<file path="config.mk">
export PLATFORM = sky130hd
export DESIGN_NAME = instr_issue_ctrl_flat
export DESIGN_NICKNAME = d
export VERILOG_FILES = /design/src/rtl/instr_issue_ctrl_if.sv /design/src/rtl/instr_issue_ctrl.sv /design/src/flat_wrapper.sv
export SDC_FILE = /design/constraint.sdc
export NUM_CORES = 1
export LEC_CHECK = 0
export ABC_CLOCK_PERIOD_IN_PS = 5850
export CORE_ASPECT_RATIO = 1.1
export CORE_UTILIZATION = 35
export CTS_CLUSTER_SIZE = 10
export DETAILED_ROUTE_END_ITERATION = 8
export PLACE_DENSITY = 0.73
export SYNTH_ARGS = -nofsm -noshare
export SYNTH_HDL_FRONTEND = slang
export SYNTH_SLANG_ARGS = --single-unit
</file>
<file path="constraint.sdc">
create_clock -name clk -period 5.85 [get_ports clk]
set_clock_uncertainty 0.05 [all_clocks]
set_input_delay 0.8775 -clock clk [delete_from_list [all_inputs] [get_ports clk]]
set_output_delay 0.8775 -clock clk [all_outputs]
set_load 0.1 [all_outputs]
</file>
<file path="src/rtl/instr_issue_ctrl_if.sv">
`default_nettype none
// ============================================================================
//  Module   : instr_issue_ctrl_if
//  Purpose  : Decoder-to-issue handshake plus execution-unit strobes and status.
//  Revision : 1.0  initial release
// ============================================================================
interface instr_issue_ctrl_if #(
    parameter int CNT_W = 16
);
    logic             instr_valid;
    logic [31:0]      instr;
    logic             instr_ready;
    logic [31:0]      issued_instr;
    logic             alu_issue;
    logic             mul_start;
    logic             mem_req;
    logic             mem_is_load;
    logic             mem_ack;
    logic             mem_fault;
    logic             br_taken;
    logic             br_link;
    logic             undef_trap;
    logic             retire;
    logic [CNT_W-1:0] retire_count;
    logic             busy;

    modport slave (
        input  instr_valid, instr, mem_ack,
        output instr_ready, issued_instr, alu_issue, mul_start, mem_req,
               mem_is_load, mem_fault, br_taken, br_link, undef_trap,
               retire, retire_count, busy
    );

    modport master (
        output instr_valid, instr, mem_ack,
        input  instr_ready, issued_instr, alu_issue, mul_start, mem_req,
               mem_is_load, mem_fault, br_taken, br_link, undef_trap,
               retire, retire_count, busy
    );
endinterface
`default_nettype wire

</file>
<file path="src/rtl/instr_issue_ctrl.sv">
`default_nettype none
// ============================================================================
//  Module   : instr_issue_ctrl
//  Purpose  : Classifies one ARM instruction per handshake and sequences it
//             through ALU / multiplier / memory / branch with retire counting.
//  Revision : 1.0  initial release
// ============================================================================
module instr_issue_ctrl #(
    parameter int MUL_CYCLES   = 4,
    parameter int MEM_TIMEOUT  = 16,
    parameter int FLUSH_CYCLES = 2,
    parameter int CNT_W        = 16
) (
    input  wire logic            clk,
    input  wire logic            rst,
    instr_issue_ctrl_if.slave    bus
);
    localparam int c_max_a = (MUL_CYCLES > MEM_TIMEOUT) ? MUL_CYCLES : MEM_TIMEOUT;
    localparam int c_max   = (c_max_a > FLUSH_CYCLES) ? c_max_a : FLUSH_CYCLES;
    localparam int c_cw    = $clog2(c_max + 1);

    localparam logic [c_cw-1:0] c_mul_last   = c_cw'(MUL_CYCLES - 1);
    localparam logic [c_cw-1:0] c_mem_last   = c_cw'(MEM_TIMEOUT - 1);
    localparam logic [c_cw-1:0] c_flush_last = c_cw'((FLUSH_CYCLES > 0) ? FLUSH_CYCLES - 1 : 0);

    localparam logic [2:0] c_st_idle  = 3'd0;
    localparam logic [2:0] c_st_alu   = 3'd1;
    localparam logic [2:0] c_st_mul   = 3'd2;
    localparam logic [2:0] c_st_mem   = 3'd3;
    localparam logic [2:0] c_st_br    = 3'd4;
    localparam logic [2:0] c_st_flush = 3'd5;
    localparam logic [2:0] c_st_undef = 3'd6;

    logic [2:0]       state_q, state_d;
    logic [c_cw-1:0]  cnt_q, cnt_d;
    logic [31:0]      issued_q, issued_d;
    logic [CNT_W-1:0] retire_cnt_q, retire_cnt_d;

    logic [2:0] w_class;
    logic       w_accept;
    logic       w_alu, w_mul, w_req, w_fault, w_br, w_undef, w_retire;

    always_ff @(posedge clk) begin
        if (rst) begin
            state_q      <= c_st_idle;
            cnt_q        <= '0;
            issued_q     <= '0;
            retire_cnt_q <= '0;
        end else begin
            state_q      <= state_d;
            cnt_q        <= cnt_d;
            issued_q     <= issued_d;
            retire_cnt_q <= retire_cnt_d;
        end
    end

    // Condition 1111 is the unconditional space, which this core does not implement.
    always_comb begin
        w_class = c_st_alu;
        if (bus.instr[31:28] == 4'b1111) begin
            w_class = c_st_undef;
        end else begin
            case (bus.instr[27:26])
                2'b10:   w_class = c_st_br;
                2'b01:   w_class = c_st_mem;
                2'b11:   w_class = c_st_undef;
                default: w_class = (bus.instr[27:24] == 4'b0000 && bus.instr[7:4] == 4'b1001)
                                   ? c_st_mul : c_st_alu;
            endcase
        end
    end

    assign w_accept = bus.instr_valid && (state_q == c_st_idle);

    always_comb begin
        state_d = state_q;
        case (state_q)
            c_st_idle:  if (w_accept) state_d = w_class;
            c_st_alu:   state_d = c_st_idle;
            c_st_undef: state_d = c_st_idle;
            c_st_mul:   if (cnt_q == c_mul_last) state_d = c_st_idle;
            c_st_mem:   if (bus.mem_ack || cnt_q == c_mem_last) state_d = c_st_idle;
            c_st_br:    state_d = (FLUSH_CYCLES == 0) ? c_st_idle : c_st_flush;
            c_st_flush: if (cnt_q == c_flush_last) state_d = c_st_idle;
            default:    state_d = c_st_idle;
        endcase
        // Counter restarts at zero on every state entry and rests at zero in IDLE.
        cnt_d    = (state_q != c_st_idle && state_d == state_q) ? cnt_q + c_cw'(1) : '0;
        issued_d = w_accept ? bus.instr : issued_q;
    end

    always_comb begin
        w_alu    = (state_q == c_st_alu);
        w_mul    = (state_q == c_st_mul) && (cnt_q == '0);
        w_req    = (state_q == c_st_mem);
        w_fault  = w_req && !bus.mem_ack && (cnt_q == c_mem_last);
        w_br     = (state_q == c_st_br);
        w_undef  = (state_q == c_st_undef);
        w_retire = w_alu || w_br
                || ((state_q == c_st_mul) && (cnt_q == c_mul_last))
                || (w_req && bus.mem_ack);
        retire_cnt_d = w_retire ? retire_cnt_q + CNT_W'(1) : retire_cnt_q;
    end

    assign bus.instr_ready  = (state_q == c_st_idle);
    assign bus.busy         = (state_q != c_st_idle);
    assign bus.issued_instr = issued_q;
    assign bus.alu_issue    = w_alu;
    assign bus.mul_start    = w_mul;
    assign bus.mem_req      = w_req;
    assign bus.mem_is_load  = w_req && issued_q[20];
    assign bus.mem_fault    = w_fault;
    assign bus.br_taken     = w_br;
    assign bus.br_link      = w_br && issued_q[24];
    assign bus.undef_trap   = w_undef;
    assign bus.retire       = w_retire;
    assign bus.retire_count = retire_cnt_q;
endmodule
`default_nettype wire

</file>
<file path="src/flat_wrapper.sv">
// flat-port wrapper written by rule: the top's interface ports become plain ports
module instr_issue_ctrl_flat 
#(
    parameter int MUL_CYCLES   = 4,
    parameter int MEM_TIMEOUT  = 16,
    parameter int FLUSH_CYCLES = 2,
    parameter int CNT_W        = 16
)
  (clk, rst, bus_instr_valid, bus_instr, bus_mem_ack, bus_instr_ready, bus_issued_instr, bus_alu_issue, bus_mul_start, bus_mem_req, bus_mem_is_load, bus_mem_fault, bus_br_taken, bus_br_link, bus_undef_trap, bus_retire, bus_retire_count, bus_busy);
  instr_issue_ctrl_if #(.CNT_W(CNT_W)) bus_i ();
  input  wire logic clk;
  input  wire logic rst;
  input wire logic [$bits(bus_i.instr_valid)-1:0] bus_instr_valid;
  input wire logic [$bits(bus_i.instr)-1:0] bus_instr;
  input wire logic [$bits(bus_i.mem_ack)-1:0] bus_mem_ack;
  output wire logic [$bits(bus_i.instr_ready)-1:0] bus_instr_ready;
  output wire logic [$bits(bus_i.issued_instr)-1:0] bus_issued_instr;
  output wire logic [$bits(bus_i.alu_issue)-1:0] bus_alu_issue;
  output wire logic [$bits(bus_i.mul_start)-1:0] bus_mul_start;
  output wire logic [$bits(bus_i.mem_req)-1:0] bus_mem_req;
  output wire logic [$bits(bus_i.mem_is_load)-1:0] bus_mem_is_load;
  output wire logic [$bits(bus_i.mem_fault)-1:0] bus_mem_fault;
  output wire logic [$bits(bus_i.br_taken)-1:0] bus_br_taken;
  output wire logic [$bits(bus_i.br_link)-1:0] bus_br_link;
  output wire logic [$bits(bus_i.undef_trap)-1:0] bus_undef_trap;
  output wire logic [$bits(bus_i.retire)-1:0] bus_retire;
  output wire logic [$bits(bus_i.retire_count)-1:0] bus_retire_count;
  output wire logic [$bits(bus_i.busy)-1:0] bus_busy;
  assign bus_i.instr_valid = bus_instr_valid;
  assign bus_i.instr = bus_instr;
  assign bus_i.mem_ack = bus_mem_ack;
  assign bus_instr_ready = bus_i.instr_ready;
  assign bus_issued_instr = bus_i.issued_instr;
  assign bus_alu_issue = bus_i.alu_issue;
  assign bus_mul_start = bus_i.mul_start;
  assign bus_mem_req = bus_i.mem_req;
  assign bus_mem_is_load = bus_i.mem_is_load;
  assign bus_mem_fault = bus_i.mem_fault;
  assign bus_br_taken = bus_i.br_taken;
  assign bus_br_link = bus_i.br_link;
  assign bus_undef_trap = bus_i.undef_trap;
  assign bus_retire = bus_i.retire;
  assign bus_retire_count = bus_i.retire_count;
  assign bus_busy = bus_i.busy;
  instr_issue_ctrl #(.MUL_CYCLES(MUL_CYCLES), .MEM_TIMEOUT(MEM_TIMEOUT), .FLUSH_CYCLES(FLUSH_CYCLES), .CNT_W(CNT_W)) u_core (.clk(clk), .rst(rst), .bus(bus_i));
endmodule
</file>
### Word-level counts from Yosys, hierarchy flattened

Index checks and enable logic that the tools add are counted.

| storage, ports and cells | value |
|---|---|
| bits in registers | 56 |
| latch bits | 0 |
| RAM bits | 0 |
| ROM bits | 0 |
| input port bits | 36 |
| output and inout bits | 59 |
| logic and storage cells | 50 |
| memories | 0 |

| cells by class | value |
|---|---|
| add/subtract/negate cells | 2 |
| multipliers | 0 |
| div/mod/pow operators | 0 |
| order comparisons | 0 |
| equal/unequal tests | 15 |
| shifts and indexed selects | 0 |
| muxes and demuxes | 8 |
| bitwise logic cells | 1 |
| reduce and logical (&&, ||, !) cells | 20 |

Operators by type and width:

| operator | number |
|---|---|
| $add 16x1->16 const B | 1 |
| $mux 3 | 5 |
| $pmux 3 s5 | 1 |
| $logic_and 1x1->1 | 10 |
| $eq 3x3->1 const B | 3 |
| $pmux 3 s3 | 1 |
| $eq 4x4->1 const B | 2 |
| $eq 3x2->1 const B | 2 |
| $add 5x1->5 const B | 1 |
| $eq 5x1->1 const B | 1 |
| $eq 5x2->1 const B | 1 |
| $eq 5x4->1 const B | 1 |
| $logic_not 5->1 | 1 |
| $eq 2x2->1 const B | 2 |
| $logic_not 4->1 | 1 |
| $logic_or 1x1->1 | 4 |
| $eq 3x1->1 const B | 1 |
| $eq 3x3->1 | 1 |
| $logic_not 3->1 | 1 |
| $reduce_bool 3->1 | 1 |
| $eq 2x1->1 const B | 1 |
| $mux 2 | 1 |
| $reduce_or 2->1 | 1 |
| $logic_not 1->1 | 1 |
| $not 1->1 | 1 |

### Longest topological paths before layout

Gate-level depths: netlist of run 1.

| depth | value |
|---|---|
| depth after elaboration | 11 |
| mapped depth | 7 |
| gate-level depth less buffers | 7 |

### Worst setup path before layout of run 1

OpenSTA, ideal clock, no wires.

| timing path | value |
|---|---|
| path kind | register -> output |
| from | register u_core.state_q[1] |
| to | output bus_br_link |
| data arrival time | 3.718 ns |
| required time | 4.923 ns |
| slack | 1.205 ns |
| cell stages (with the launch flop) | 4 |
| path through | dfxtp_1 -> buf_2 -> nor3b_1 -> and2_1 |

| on the way | value |
|---|---|
| word-level cells in the longest chain between the ends | 2 |

Ends and longest elaborated chain:

| item | line | RTL |
|---|---|---|
| start: declaration | instr_issue_ctrl.sv:34 | `logic [2:0] state_q, state_d;` |
| start signal: assignment | instr_issue_ctrl.sv:45 | `state_q <= c_st_idle;` |
| start signal: assignment | instr_issue_ctrl.sv:50 | `state_q <= state_d;` |
| $eq 3x3->1 | instr_issue_ctrl.sv:97 | `w_br = (state_q == c_st_br);` |
| net bus_br_taken | flat_wrapper.sv:23 | `output wire logic [$bits(bus_i.br_taken)-1:0] bus_br_taken;` |
| $logic_and 1x1->1 | instr_issue_ctrl.sv:114 | `assign bus.br_link = w_br && issued_q[24];` |
| end: declaration | flat_wrapper.sv:24 | `output wire logic [$bits(bus_i.br_link)-1:0] bus_br_link;` |

The timed path passes the listed nets, and every way through them passes these cells.

### Worst setup path after layout of run 1

| timing path | value |
|---|---|
| from | input bus_mem_ack |
| to | output bus_retire |

| on the way | value |
|---|---|
| word-level cells in the longest chain between the ends | 2 |

Ends and longest elaborated chain:

| item | line | RTL |
|---|---|---|
| start: declaration | flat_wrapper.sv:15 | `input wire logic [$bits(bus_i.mem_ack)-1:0] bus_mem_ack;` |
| $logic_and 1x1->1 | instr_issue_ctrl.sv:101 | `\|\| (w_req && bus.mem_ack);` |
| $logic_or 1x1->1 | instr_issue_ctrl.sv:101 |  |
| end: declaration | flat_wrapper.sv:26 | `output wire logic [$bits(bus_i.retire)-1:0] bus_retire;` |

Every way passes these cells.

==> flow_results.org, run 1 <==
** Outcome
- Run status :: complete, no violations

** Route
- Post-DR wirelength/cell :: 13.80 µm
- DRC violation count after routing :: 0
- Detail-routed via count per cell :: 5.073
- Detailed routing inserted a total of 2633 vias.
- The first detailed-routing pass ran for 4 iterations.
- After the first detailed-routing iteration, the DRC count stood at 92.
- In this run the remaining antenna-violating nets after routing total 0.
- Wires add up to 7163 µm.

** Worst setup path
- Worst Setup Path Type :: input port to output port
- STA classifies the critical path endpoint as an output port.
- Traced cell by cell, the critical path runs through clkdlybuf4s50_1 > and3b_1 > a21oi_1 > buf_4 > nand2_1 > clkdlybuf4s50_1.
- In this run the critical register-to-register path is captured at u_core.bus.retire_count[6].
- Highest-delay cell along the critical path :: clkdlybuf4s50_1
- Total buffers and inverters traversed by the critical path :: 3
- The startpoint identified for the worst register-to-register timing path is u_core.state_q[0].
- Most used cell, CP :: clkdlybuf4s50_1
- The kind of cell with the highest combined delay along the critical path is buffers and inverters.
- Reg2reg setup slack :: 3.50 ns
- The worst setup path is launched from an input port.
- Data arrival time of the critical path :: 3.11 ns
- The worst register-to-register path has a depth of 4.
- Worst-path maximum fanout :: 11
- Critical Path RT :: roughly 4.9 ns
- For this run, the slowest stage of the critical path takes 1.14 ns.

** Clock tree
- Post-CTS Hold Buffers :: 0
- Number of buffers inserted to repair setup after CTS :: 0
- Clock-pin slew was measured on the worst setup and hold paths at 0.11 ns.
- TritonCTS clock tree :: done
- CTS H-tree lvls :: 2
- Count of cells resized by post-cts repair :: 0
- Clock Sinks :: 56
- No sink is reached through more buffers than the 2 on the longest clock path.
- Library cell used as clock root buffer :: clkbuf_8
- The later pin in the worst-skew pair is clocked with a latency of 0.31 ns.
- Number of buffers inserted during clock tree synthesis :: 5

** Global route
- Overall routing resource usage :: 18.02%
- Entering global routing, the biggest net connects 67 pins.
- The first global-routing pass estimated 11770 µm of wire.
- Via count of the first global-routing pass :: 2506
- The number of antenna violations at the first check in global routing was 0.
- After global routing the overflow that remains totals 0.

** Placed design
- Port Buffer Count :: 94
- DPL Wire Length :: around 5000 µm
- Gpl congestion :: 0.8465

** Finish
- Most common cell after layout, fill and taps aside :: clkdlybuf4s50_1
- Leading cell types in the layout, fill and taps excluded :: 93 x clkdlybuf4s50_1, 71 x nand2_1, 56 x dfxtp_1
- Fill cells in the final layout number ~750.
- Ant diodes :: 0
- Layout area overhead :: 38.92%
- NumNets Final :: 454
- Share of layout cells above drive strength 1 :: 7.729%

** Logic synthesis
- For this run, the leading register cell type out of synthesis is dfxtp_1.
- Mapped Avg Cell Area :: 8.244 µm²
- After synthesis the netlist holds a flip-flop and latch count of 56.
- Count of flip-flops with a built-in enable after synthesis :: 0
- Number of standard cells after synthesis :: approximately 330
- Synthesis produced a netlist with a net count of 374.
- Ys async rst share :: 0%
- For this run, the number of Yosys warnings is 0.
- Number of distinct library cells after synthesis :: 45
- The synthesized netlist occupies a cell area of 2745 µm².
- Of the synthesized area, sequential elements account for approximately two fifths.

** Die
- Starting density of the core :: 36.53%
- Floorplan die width :: 86.44 µm
- Number of rows in the core area :: 33
- Die Height :: 94.89 µm
- The core region is 7515 µm².
- The floorplan step defined a die boundary enclosing 8202 µm².
- Pin placement for this block handled 95 I/O pins.

** Power and ir drop
- Power dissipated by switching net loads :: 0.4505 mW
- Maximum resistive drop on vdd :: around 0.15 mV
- Leakage power of the design :: 1.416 nW
- The design draws 1.044 mW.
- Power share of the clock group :: 21.6%
- For this design the ratio of total power to cell area is 273.7 nW/µm².
- Fraction of power spent switching nets :: 43.16%
- Combinational logic is responsible for 37.4% of the overall power.
- The internal portion of the total power is 0.5933 mW.
- Sequential cells burn 41.0% of the power.

** STA
- Peak clock frequency supported by timing :: approximately 0.25 GHz
- Hold violation count in the final report :: 0
- The worst path needs 4.035 ns of the cycle, external delays included.
- Setup repair after global routing left no endpoint under its margin.
- Worst slew margin relative to its limit :: 29.27%
- Final setup fails :: 0
- In the final timing run, aggregate negative setup slack is 0 ns.
- Final-report max-slew violation count :: 0
- At the pin with the least slew margin, the transition time is 1.058 ns.
- Of the available clock period, the critical path in the final layout requires slightly below 70%.

** Hold path
- Startpoint of the worst hold path :: u_core.bus.issued_instr[5]
- Hold Path Class :: register to register
- Along the worst hold path, the cell count comes to 2.
- Worst Hold End :: u_core.bus.issued_instr[5]

** Run
- Max-capacitance violation count :: 0
[cell type report]
type	instances	area [µm²]	share of cell area [%]
timing repair buffer	97	958.4	25.13
clock inverter	3	22.52	0.5906
multi-input combinational	246	1485	38.94
clock buffer	5	68.82	1.804
inverter	7	26.28	0.6890
sequential	56	1121	29.40
tap	105	131.4	3.445
[worst max-delay path by stage]
stage                     cells after the start           to  slack [ns]               from
after global placement                        6   bus_retire        1.85        bus_mem_ack
final                                         6   bus_retire        1.81        bus_mem_ack
after CTS                                     6   bus_retire        1.82        bus_mem_ack
after detailed placement                      6   bus_retire        1.82        bus_mem_ack
after floorplan                               3  bus_br_link        1.20  u_core.state_q[1]
after global routing                          6   bus_retire        1.75        bus_mem_ack
[cell families (layout without fill, tap and decap cells)]
kind of cell,after synthesis,after routing,share of synthesized area (%)
and+or+nand+nor,157,157,29.95
AOI/OAI and AO/OA,63,63,13.77
DFF,56,56,40.84
buffers and inverters,31,112,5.060
muxes,18,18,7.156
adders and majority gates,5,5,2.279
xor gates and xnor gates,3,3,0.9573
[power groups by stage]
stage / registers (mW) / clock network [mW] / logic, mW
2_1_floorplan: 0.575 / 0 / 0.153
3_3_place_gp: 0.435 / 0 / 0.388
6_report: 0.428 / 0.225 / 0.390
5_1_grt: 0.433 / 0.245 / 0.409
4_1_cts: 0.428 / 0.233 / 0.393
3_5_place_dp: 0.437 / 0 / 0.392
[cell usage after synthesis (5+ instances only)]
| master | count | share of area [%] |
|---|---|---|
| nand2_1 | 71 | 9.7 |
| dfxtp_1 | 56 | 41 |
| a21oi_1 | 44 | 8.0 |
| nor2_1 | 19 | 2.6 |
| clkbuf_1 | 14 | 1.9 |
| mux2_2 | 13 | 5.3 |
| nor2b_1 | 13 | 3.0 |
| nand3_1 | 10 | 1.8 |
| nand4_1 | 9 | 2.1 |
| and3_1 | 7 | 1.6 |
| inv_1 | 7 | 0.96 |
| buf_2 | 6 | 1.1 |
| ha_1 | 5 | 2.3 |
| mux2i_1 | 5 | 1.8 |
[worst min-delay path, cell delays in order (launching register included)]
cell and delay [ns]:
dfxtp_1 0.33, nand2_1 0.05, a21oi_1 0.05
[state kept, by name, summed over array words and instances, names as in the netlist]
register and count:
u_core.bus.retire_count 16, u_core.bus.issued_instr 32, u_core.state_q 3, u_core.cnt_q 5
[per-stage QoR]
step | hold slack [ns] | utilization [%] | setup WS [ns] | area, µm² | cells
floorplan | 0.5455 | - | 1.205 | 2745 | 333
global placement | 0.3910 | 49.53 | 1.846 | 3722 | 511
detailed placement | 0.3976 | 49.53 | 1.823 | 3722 | 511
CTS | 0.4137 | 50.75 | 1.822 | 3814 | 519
global route | 0.4239 | 50.75 | 1.754 | 3814 | 519
finish | 0.4096 | 50.75 | 1.815 | 3814 | 519
[per-layer routing]
layer / share of wire (%) / GRT usage [%] / wire length [µm] / vias to the layer above
met5: 0 / 0 / 0 / -
met4: 0.85 / 4.861 / 61 / 0
met3: 8.5 / 6.556 / 607 / 6
met2: 47 / 31.22 / 3393 / 94
met1: 43 / 20.92 / 3101 / 1224
li1: - / - / - / 1309
(Power assumes the default switching activity.)
==> inputs of run 2 (changes only) <==
- ABC_CLOCK_PERIOD_IN_PS: 5850 -> 4030
- clock period: 5.85 -> 4.03 ns (I/O delays scaled with it)
==> run 2 against run 1 <==
Against the previous run: first-iteration DRC count up 18%; wire length down 2.9%; hold slack better by 0.00063 ns; global-route usage down 0.56 points; cell area up 0.49%; largest cell class unchanged; largest power group unchanged.
==> flow_results.org, run 2 (synthesis results as in run 1) <==
** Route
- The total number of vias came to 2627 (was 2633).
- The detailed router's first-iteration violation count was 109 (was 92).
- The number of nets with antenna violations after detailed routing came to 0 (unchanged).
- Post-DR wirelength/cell :: 13.43 µm (was 13.80 µm)
- Post-detailed-routing wire length :: 6955 µm (was 7163 µm)
- DRC violation count after routing :: 0 (unchanged)
- The sum of routed wire segments on met1 came to 2972 µm (was 3101 µm).
- The highest metal layer with signal wires was met4 (unchanged).
- The via density per instance came to 5.071 (was 5.073).
- Total length of routed met3 wires :: 660 µm (was 607 µm)
- The number of iterations in the first detailed-routing pass came to 4 (unchanged).
- The met2 layer wire length in the routed design came to 3238 µm (was 3393 µm).

** STA
- Unrepaired setup endpoints after global routing :: no (unchanged)
- Worst slew margin relative to its limit :: 19.17% (was 29.27%)
- Peak clock frequency supported by timing :: 0.3143 GHz
- The final max-slew violation count came to 0 (unchanged).
- The transition time of the tightest slew-check pin was 1.212 ns (was 1.058 ns).
- The total setup violations reported at the end of the flow came to 0 (unchanged).
- Final Hold Slack :: 0.4103 ns (was 0.4096 ns)
- The worst path in the final design needs a cycle of 3.182 ns, including I/O delays and setup.
- Hold violation count in the final report :: 0 (unchanged)
- Final sum of negative setup slack :: 0 ns (unchanged)
- Of the available clock period, the critical path in the final layout requires 78.96%.

** Worst setup path
- The type of origin of the critical path is a register (was input port).
- The cell family contributing the most delay on the critical path is buffers and inverters (unchanged).
- The longest individual stage delay on the worst path is 1.20 ns (was 1.14 ns).
- Worst Setup Path Type :: register to output port (was input port to output port)
- Sequence of cells on the critical path :: nor3b_2 > clkdlybuf4s50_1 (was clkdlybuf4s50_1 > and3b_1 > a21oi_1 > buf_4 > nand2_1 > clkdlybuf4s50_1)
- Worst setup EP type :: output port (unchanged)
- The critical path buffer and inverter count is 1 (was 3).
- Highest-delay cell along the critical path :: clkdlybuf4s50_1 (unchanged)
- Worst-path maximum fanout :: 12 (was 11)
- Data arrival time of the critical path :: 2.53 ns (was 3.11 ns)
- Critical Path RT :: 3.38 ns (was 4.92 ns)

** Clock tree
- The sink count of the clock tree was 56 (unchanged).
- The clock tree from TritonCTS was done (unchanged).
- The buffer cell driving the clock tree root is clkbuf_8 (unchanged).
- CTS H-tree lvls :: 2 (unchanged)
- The clock transition time at the flip-flop clock pins of the worst setup and hold paths came to 0.11 ns (about the same).
- Maximum buffer depth of the clock tree :: 2 (unchanged)
- The number of buffers inserted to repair setup after CTS is 0 (unchanged).
- Number of buffers inserted during clock tree synthesis :: 5 (unchanged)
- The source-to-sink clock delay at the later pin of the worst-skew pair was 0.31 ns (about the same).
- Count of cells resized by post-cts repair :: 0 (unchanged)
- Post-CTS Hold Buffers :: 0 (unchanged)

** Finish
- The combined area of the multi-input logic cells came to 1490 µm² (was 1485 µm²).
- The footprint of the flip-flops and latches came to 1121 µm² (unchanged).
- Most common cell after layout, fill and taps aside :: clkdlybuf4s50_1 (unchanged)
- Share of layout cells above drive strength 1 :: 10.17% (was 7.729%)
- The fill cell instance count of the final layout was 733 (was 753).
- Final Core Density :: 51.00% (was 50.75%)
- NumNets Final :: 453 (was 454)
- Max reg flops :: 32 (unchanged)
- Layout area overhead :: 39.61% (was 38.92%)
- Ant diodes :: 0 (unchanged)
- Leading cell types in the layout, fill and taps excluded: 83 x clkdlybuf4s50_1, 71 x nand2_1, 56 x dfxtp_1 (was 93 x clkdlybuf4s50_1, 71 x nand2_1, 56 x dfxtp_1).

** Die
- The number of placement rows was 33 (unchanged).
- The core outline area was 7515 µm² (unchanged).
- Die Height :: 94.89 µm (unchanged)
- Top-level port count :: 95 (unchanged)
- The floorplan die area came to 8202 µm² (unchanged).
- The width of the die was 86.44 µm (unchanged).
- The starting utilization of the core area was 36.53% (unchanged).

** Power and ir drop
- Leakage power of the design :: 1.453 nW (was 1.416 nW)
- Power Density :: 423.8 nW/µm² (was 273.7 nW/µm²)
- Overall power after layout :: 1.624 mW (was 1.044 mW)
- The maximum vdd drop came to 0.2362 mV (was 0.1470 mV).

** Global route
- Overall routing resource usage :: 17.46% (was 18.02%)
- The first-pass GRT wire length is 11390 µm (was 11770 µm).
- The residual overflow from global routing is 0 (unchanged).
- Maximum number of pins on one net before global-route repair :: 67 (unchanged)
- The number of global-route vias before repair came to 2472 (was 2506).
- Number of antenna violations at the first check in global routing :: 0 (unchanged)

** Run
- Max-capacitance violation count :: 0 (unchanged)

** Outcome
- Run status: complete, no violations (unchanged).

** Placed design
- The routability-driven placement congestion ratio is 0.8571 (was 0.8465).
- DPL Wire Length :: 4914 µm (was 5154 µm)
- Port Buffer Count :: 94 (unchanged)

** Hold path
- Hold Path Class :: register to register (unchanged)
[run 2: metrics by stage]
stage	cells	area (µm²)	setup slack (ns)
2_1_floorplan	333	2750	0.1357
3_3_place_gp	510	3695	1.271
3_5_place_dp	510	3695	1.217
4_1_cts	518	3832	0.8474
5_1_grt	518	3832	0.7609
6_report	518	3832	0.8481
[run 2: final timing paths]
kind / slack (ns) / cells after the start / endpoint / from
setup / recovery: 0.85 / 2 / bus_br_taken / u_core.state_q[2]
hold / removal: 0.41 / 2 / u_core.bus.issued_instr[9] / u_core.bus.issued_instr[9]
setup reg to reg: 1.70 / 4 / u_core.bus.issued_instr[15] / u_core.state_q[0]
hold reg to reg: 0.41 / 2 / u_core.bus.issued_instr[9] / u_core.bus.issued_instr[9]
[run 2: layout make-up]
cell class                 instances  area share (%)
clock buffer                       5           1.796
multi-input combinational        246           38.88
timing repair buffer              96           24.16
clock inverter                     3           1.796
inverter                           7          0.6856
tap                              105           3.428
sequential                        56           29.25
[run 2: per-layer routing]
metal  vias to the layer above  track usage, %
met5                         -               0
met4                         0           4.583
met3                        10           6.993
met2                        88           29.30
met1                      1218           20.70
li1                       1311               -
[run 2: worst reg2reg max path, delay by kind of cell, from the launching register on]
family | cells | cell delay, ns
AO/OA/AOI/OAI | 1 | 0.16
flip-flops | 1 | 0.88
AND/OR/NAND/NOR | 3 | 1.18
[run 2: power breakdown]
group          total (mW)  internal [mW]  leakage, nW  switching [mW]
logic               0.561          0.144        0.927           0.417
clock network       0.440          0.250       0.0687           0.190
registers           0.623          0.588        0.457          0.0345
total                1.62          0.983         1.45           0.641
